<file path="config.mk">
export PLATFORM = sky130hd
export DESIGN_NAME = supersample_ctrl
export DESIGN_NICKNAME = d
export VERILOG_FILES = /design/src/rtl/supersample_ctrl.sv
export SDC_FILE = /design/constraint.sdc
export NUM_CORES = 2
export LEC_CHECK = 0
export BUFFER_PORTS_ARGS = -buffer_cell sky130_fd_sc_hd__buf_2
export CAP_MARGIN = 0
export CORE_MARGIN = 1.5
export CORE_UTILIZATION = 40
export CTS_CLUSTER_SIZE = 25
export DETAILED_ROUTE_END_ITERATION = 16
export GPL_ROUTABILITY_DRIVEN = 0
export PLACE_DENSITY = 0.6
export RECOVER_POWER = 50
export SYNTH_ARGS = -nofsm -noshare
export SYNTH_HDL_FRONTEND = slang
export SYNTH_SLANG_ARGS = --single-unit
</file>
<file path="constraint.sdc">
create_clock -name clk -period 3 [get_ports clk]
set_input_delay 0.15 -clock clk [delete_from_list [all_inputs] [get_ports clk]]
set_output_delay 0.15 -clock clk [all_outputs]
set_load 0.03 [all_outputs]
</file>
<file path="src/rtl/supersample_ctrl.sv">
// Tile sequencer for the 4x4 -> 8x8 chroma upsampler: gathers raster-order
// pixels into a tile, launches the upsampler, then drains its 8x8 result row
// by row while the next tile is already filling.
module supersample_ctrl #(
    parameter int unsigned TIMEOUT = 16,
    parameter int unsigned CNT_W   = 16
) (
    input  logic                 clk,
    input  logic                 rst,
    input  logic                 in_valid,
    output logic                 in_ready,
    input  logic [7:0]           in_pixel,
    output logic                 us_valid_in,
    output logic [3:0][3:0][7:0] us_block,
    input  logic                 us_valid_out,
    input  logic [7:0][7:0][7:0] us_block_out,
    output logic                 out_valid,
    input  logic                 out_ready,
    output logic [63:0]          out_row,
    output logic [2:0]           out_row_idx,
    output logic                 out_last,
    output logic                 busy,
    output logic                 err_timeout,
    output logic [CNT_W-1:0]     blocks_done
);
    localparam int unsigned TMO_W = $clog2(TIMEOUT + 1);

    typedef enum logic [1:0] {S_IDLE, S_WAIT, S_DRAIN} state_t;

    state_t                 state, state_nxt;
    logic [3:0]             fill_cnt;
    logic                   in_full;
    logic [3:0][3:0][7:0]   ibuf;
    logic [7:0][63:0]       obuf, obuf_nxt;
    logic [TMO_W-1:0]       tmo, tmo_nxt;
    logic                   us_valid_in_nxt;
    logic [3:0][3:0][7:0]   us_block_nxt;
    logic                   out_valid_nxt;
    logic [63:0]            out_row_nxt;
    logic [2:0]             out_row_idx_nxt;
    logic                   out_last_nxt;
    logic                   err_timeout_nxt;
    logic [CNT_W-1:0]       blocks_done_nxt;
    logic                   accept;
    logic                   launch;
    logic [2:0]             row_inc;

    assign in_ready = !in_full && !rst;
    assign accept   = in_valid && in_ready;
    assign busy     = (state != S_IDLE) || (fill_cnt != 4'd0);
    assign row_inc  = out_row_idx + 3'd1;

    // Input tile buffer: raster fill, flagged full after the 16th pixel
    always_ff @(posedge clk) begin
        if (rst) begin
            fill_cnt <= 4'd0;
            in_full  <= 1'b0;
        end else begin
            if (accept) begin
                ibuf[fill_cnt[3:2]][fill_cnt[1:0]] <= in_pixel;
                fill_cnt <= fill_cnt + 4'd1;
            end
            if (launch)
                in_full <= 1'b0;
            else if (accept && fill_cnt == 4'd15)
                in_full <= 1'b1;
        end
    end

    // State and registered outputs
    always_ff @(posedge clk) begin
        if (rst) begin
            state       <= S_IDLE;
            tmo         <= '0;
            obuf        <= '0;
            us_valid_in <= 1'b0;
            us_block    <= '0;
            out_valid   <= 1'b0;
            out_row     <= 64'd0;
            out_row_idx <= 3'd0;
            out_last    <= 1'b0;
            err_timeout <= 1'b0;
            blocks_done <= '0;
        end else begin
            state       <= state_nxt;
            tmo         <= tmo_nxt;
            obuf        <= obuf_nxt;
            us_valid_in <= us_valid_in_nxt;
            us_block    <= us_block_nxt;
            out_valid   <= out_valid_nxt;
            out_row     <= out_row_nxt;
            out_row_idx <= out_row_idx_nxt;
            out_last    <= out_last_nxt;
            err_timeout <= err_timeout_nxt;
            blocks_done <= blocks_done_nxt;
        end
    end

    // Launch / wait / drain sequencing
    always_comb begin
        state_nxt       = state;
        tmo_nxt         = tmo;
        obuf_nxt        = obuf;
        us_valid_in_nxt = us_valid_in;
        us_block_nxt    = us_block;
        out_valid_nxt   = out_valid;
        out_row_nxt     = out_row;
        out_row_idx_nxt = out_row_idx;
        out_last_nxt    = out_last;
        err_timeout_nxt = 1'b0;
        blocks_done_nxt = blocks_done;
        launch          = 1'b0;
        case (state)
            S_IDLE: begin
                if (in_full) begin
                    launch          = 1'b1;
                    us_block_nxt    = ibuf;
                    us_valid_in_nxt = 1'b1;
                    tmo_nxt         = '0;
                    state_nxt       = S_WAIT;
                end
            end
            S_WAIT: begin
                if (us_valid_out) begin
                    // Row 0 is presented straight from the capture so it is valid next cycle
                    obuf_nxt        = us_block_out;
                    us_valid_in_nxt = 1'b0;
                    out_valid_nxt   = 1'b1;
                    out_row_nxt     = us_block_out[0];
                    out_row_idx_nxt = 3'd0;
                    out_last_nxt    = 1'b0;
                    state_nxt       = S_DRAIN;
                end else if (tmo == TMO_W'(TIMEOUT - 1)) begin
                    tmo_nxt         = tmo + TMO_W'(1);
                    err_timeout_nxt = 1'b1;
                    us_valid_in_nxt = 1'b0;
                    state_nxt       = S_IDLE;
                end else begin
                    tmo_nxt = tmo + TMO_W'(1);
                end
            end
            S_DRAIN: begin
                if (out_ready) begin
                    if (out_row_idx == 3'd7) begin
                        out_valid_nxt   = 1'b0;
                        out_last_nxt    = 1'b0;
                        blocks_done_nxt = blocks_done + CNT_W'(1);
                        state_nxt       = S_IDLE;
                    end else begin
                        out_row_idx_nxt = row_inc;
                        out_row_nxt     = obuf[row_inc];
                        out_last_nxt    = (row_inc == 3'd7);
                    end
                end
            end
            default: state_nxt = S_IDLE;
        endcase
    end
endmodule

</file>
# == Word level (Yosys, flattened, before mapping) ==
# Cells that the tools add are included.
# totals
reg_bits,867
# classes
n_mux,39
order_cmp,5
reduce_logical,25
n_addsub,4
n_bitwise,2
n_eq_ne,13
# ops
operator,count
64-bit 2-to-1 mux,4
64-bit binary-select mux with 3-bit select,1
128-bit bitwise mux,1
64-bit case mux with 2 select lines,1
32-bit demux with 2-bit select,1
32-bit 2-to-1 mux,1
"16-bit by 1-bit adder with 16-bit output, second input constant",1
8-bit demux with 2-bit select,1
1-bit 2-to-1 mux,12
"2-bit inequality test, second input constant",6
3-bit AND reduction,4
4-bit AND reduction,3
2-bit 2-to-1 mux,5
5-bit 2-to-1 mux,2
5-bit case mux with 2 select lines,1
3-bit 2-to-1 mux,3
8-bit 2-to-1 mux,1
"3-bit equality test, second input constant",2
"2-bit by 3-bit less-than comparator with 1-bit output, second input constant",2
1-bit case mux with 2 select lines,3
2-bit case mux with 3 select lines,1
3-bit case mux with 2 select lines,1
2-bit AND reduction,3
2-bit nonzero test,3
other kinds (18),25

# == Longest topological paths before layout ==
# logic_depth
ltp_word,7
depth_mapped,11
ltp_nobuf,6

# == Least setup slack after synthesis ==
# Ideal clock, no wire load.
# synth_path
path_type,reg-to-reg
from,register out_row_idx[0]
to,register out_row[50]
required_ns,2.868
stages_incl_launch_ff,11
path_buffers,4
setup_time_ns,0.132
t_arrival_ns,2.388
path_slack_ns,0.480
period_less_slack_ns,2.520
path_cell_list,dfxtp_1 > buf_2 > inv_1 > clkbuf_1 > ha_1 > buf_6 > buf_6 > mux4_2 > nand2_1 > a311o_1 > a21oi_1
# synth_between
elab_chain_len,6
word_cells_on_any_way,9
cone_classes,add/sub (1); eq/ne (2); mux (5); reduce/logical (1)
# synth_lines
element,line,source
start: declaration,20,"output logic [2:0] out_row_idx,"
start signal: assignment,92,out_row_idx <= out_row_idx_nxt;
3-bit by 1-bit adder with 3-bit output,51,assign row_inc = out_row_idx + 3'd1;
64-bit binary-select mux with 3-bit select,151,out_row_nxt = obuf[row_inc];
64-bit 2-to-1 mux (not written as such),151,
64-bit 2-to-1 mux,144,if (out_row_idx == 3'd7) begin
64-bit 2-to-1 mux,143,if (out_ready) begin
64-bit case mux with 2 select lines,113,case (state)
end signal: assignment,91,out_row <= out_row_nxt;
end: declaration,19,"output logic [63:0] out_row,"
# Parallel ways exist; a longest one is shown, timed or not. The select of a mux whose other input is x is not followed.
# A chain may end at the register's enable or synchronous reset.

# == Final worst setup path ==
# layout_path
from,input rst
to,"register ibuf[62] (netlist bit), enable pin"
# layout_between
elab_chain_len,4
word_cells_on_any_way,5
cone_classes,bitwise (1); reduce/logical (4)
# layout_lines
element,line,source
start: declaration,9,"input logic rst,"
1-bit zero test,48,assign in_ready = !in_full && !rst;
1-bit logical AND,48,
1-bit logical AND,49,assign accept = in_valid && in_ready;
2-bit AND reduction (no line) *,n/a,
end signal: indexed assignment,60,ibuf[fill_cnt[3:2]][fill_cnt[1:0]] <= in_pixel;
end: declaration,33,logic [3:0][3:0][7:0] ibuf;
# Mark *: on every way between the ends. The rest lies on a longest branch, timed or not.

==> results.ini <==
[routing]
routed_wl_um=120000
drt_iter0_drc=2484
vias=31900
antenna_left=0
drc=0
via_per_inst=5.27
wire_per_inst_um=19.9
firstDrtPassIters=6

[final_layout]
finish.instance_area_sq_mm=0.0463
nets=5435
area_growth_syn_to_layout_pct=37.1
fillers=7425
seqCellArea_sq_mm=0.0186
multi_input_area_sq_mm=0.0138
final_cell_mix=1,433 x nand2_1, 738 x dfxtp_1, 695 x a21oi_1, 524 x dlygate4sd3_1, 517 x buf_2
stdcell_count=6061
drive_gt1_frac=0.168
final_core_util=0.554
final_common_cell=nand2_1

[synthesis]
syn_avg_cell_area_sq_um=8.95
yosysTopAreaCell=dfxtp_1
synthFlopType=dfxtp_1
synthArstFlopShare=0
syn_nets=4306
ys_top_cells_by_area=dfxtp_1 44%, nand2_1 16%, edfxtp_1 11%
netlist.area_leader.share=0.438
ys_ff_latch=867
ys_warn_count=0
synth-seq-area-share=0.552
synth_edf_count=128
synth_cells=3771
synth_area_sq_mm=0.0338
ys_types=44

[critical_path]
critical_path.max_stage_delay_ps=860
path_max_fanout=106
cp_cell_sequence=dlygate4sd3_1 > buf_8 > nor3b_1 > nand2_1 > nor2_1 > clkbuf_1
cp-end-kind=register
crit_type=in -> reg
required_ps=3260
slowest_stage=nor3b_1
arrival_ps=2890
r2r_start=state[0]$_SDFFE_PP0P_
worst_setup_path_start_kind=input port
crit_start=rst

[die]
core_sq_mm=0.0836
chipWidth_um=294
dieArea_sq_mm=0.0862
num_rows=106
initial_core_util=0.404
io_pins=742
fp.dieH_um=294

[sta]
finalHoldViolCount=0
max_clock_freq_mhz=380
fin_skew_ps=34.1
fin_crit_sh=0.877
fin_setup_tns_ps=0
max_slew.worst_pin.slew_ps=2000
finalMaxSlewViolations=40
min_period_ps=2630
rsz0062_at_grt=no
slew_headroom=-0.331
setup-violations-final=0

[global_routing]
grt_antenna_before_repair=12
grt_pass1_vias=30900
grtUsageTotal=0.269
overflow=0
grt_start_max_net_pins=210
grt_pass1_wl_um=180000

[power]
vdd_drop_max_v=0.000459
p_total_mw=24.5
leakage_nw=16.5
p_per_area_mw_per_mm2=529

[placed_design]
dp.cells=5363
dpl_cell_area_sq_mm=0.0383
io_buffers=741
dp_hpwl_um=76400

[cts]
cts_max_path_buffers=3
post_cts_buffers=0
cts_tree=built
cts_root_buffer=clkbuf_16
clock_sinks=867
cts_resized=0
numCtsBuffers=91
clkLatencyLatePin_ps=650
path_clk_slew_ps=60
ctsHtreeMaxLevel=3

[outcome]
status=finished, violations left
violations=capacitance limit, slew limit

[hold_path]
hold_class=in -> reg
hp-start=us_block_out[231]

[job]
cap_violations=1

routing by layer:
layer | global-route usage | vias to the layer above | part of all wire
met5 | 0 | - | 0.00032
met4 | 0.152 | 6 | 0.059
met3 | 0.0494 | 388 | 0.073
met2 | 0.437 | 1431 | 0.46
met1 | 0.337 | 15100 | 0.40
li1 | - | 15000 | -
per-stage QoR:
stage	hold WS [ps]	setup slack [ps]
4_1_cts	240	555
6_report	291	369
5_1_grt	284	191
3_5_place_dp	396	574
2_1_floorplan	249	480
3_3_place_gp	393	642
cell type report:
type / count / share of cell area
tap: 1080 / 0.0292
antenna: 11 / 0.000595
multi-input combinational: 2599 / 0.298
sequential: 867 / 0.403
clock buffer: 137 / 0.0582
inverter: 5 / 0.000405
timing repair buffer: 1336 / 0.203
clock inverter: 26 / 0.00724
kinds of logic (layout without fill, tap and decap cells):
| logic type | after synthesis | count (layout) | share of synthesized area |
|---|---|---|---|
| multiplexers | 157 | 157 | 0.0840 |
| XOR/XNOR | 13 | 13 | 0.00337 |
| adder cells (fa/ha/maj) | 10 | 10 | 0.00371 |
| other | 0 | 11 | 0 |
| buffers and inverters | 305 | 1504 | 0.0405 |
| AO/OA/AOI/OAI | 827 | 827 | 0.135 |
| flip-flops | 867 | 867 | 0.552 |
| AND/OR/NAND/NOR | 1592 | 1592 | 0.182 |
critical path: cells and delay by family:
family | cells | cell delay, ps
buffers and inverters | 3 | 1350
AND/OR/NAND/NOR | 3 | 1310
flip-flops by register name (all words and copies together) (netlist names):
signal and count:
ibuf 128, tmo 5, us_block 128, out_last 1
out_valid 1, out_row 64, err_timeout 1, us_valid_in 1
state 2, obuf 512, fill_cnt 4, blocks_done 16
in_full 1, out_row_idx 3
power by group:
| part | total (mW) | internal, mW | switching (mW) |
|---|---|---|---|
| Sequential | 11.8 | 11.8 | 0.00533 |
| Clock | 11.4 | 6.57 | 4.81 |
| Combinational | 1.30 | 0.723 | 0.578 |
Yosys cell counts (27+ instances only):
master	instances
nand2_1	1435
dfxtp_1	739
mux4_2	101
a311oi_1	27
nor2_1	102
buf_2	88
edfxtp_1	128
o21ai_0	33
clkbuf_1	182
a21oi_1	695
o22a_1	27
a311o_1	37
mux2i_1	56
path summary, 6_finish.rpt:
path	end	slack (ps)	cells past startpoint
hold reg to reg	obuf[487]$_SDFFE_PP0P_	450	2
setup reg to reg	obuf[380]$_SDFFE_PP0P_	430	5
setup / recovery	ibuf[62]$_DFFE_PP_	370	6
hold / removal	obuf[231]$_SDFFE_PP0P_	290	4
repair_timing:
action	4_1_cts	5_1_grt
hold buffers	524	0
hold endpoints to repair	714	0
endpoints found under the setup margin	0	0
(Power assumes the default switching activity.)
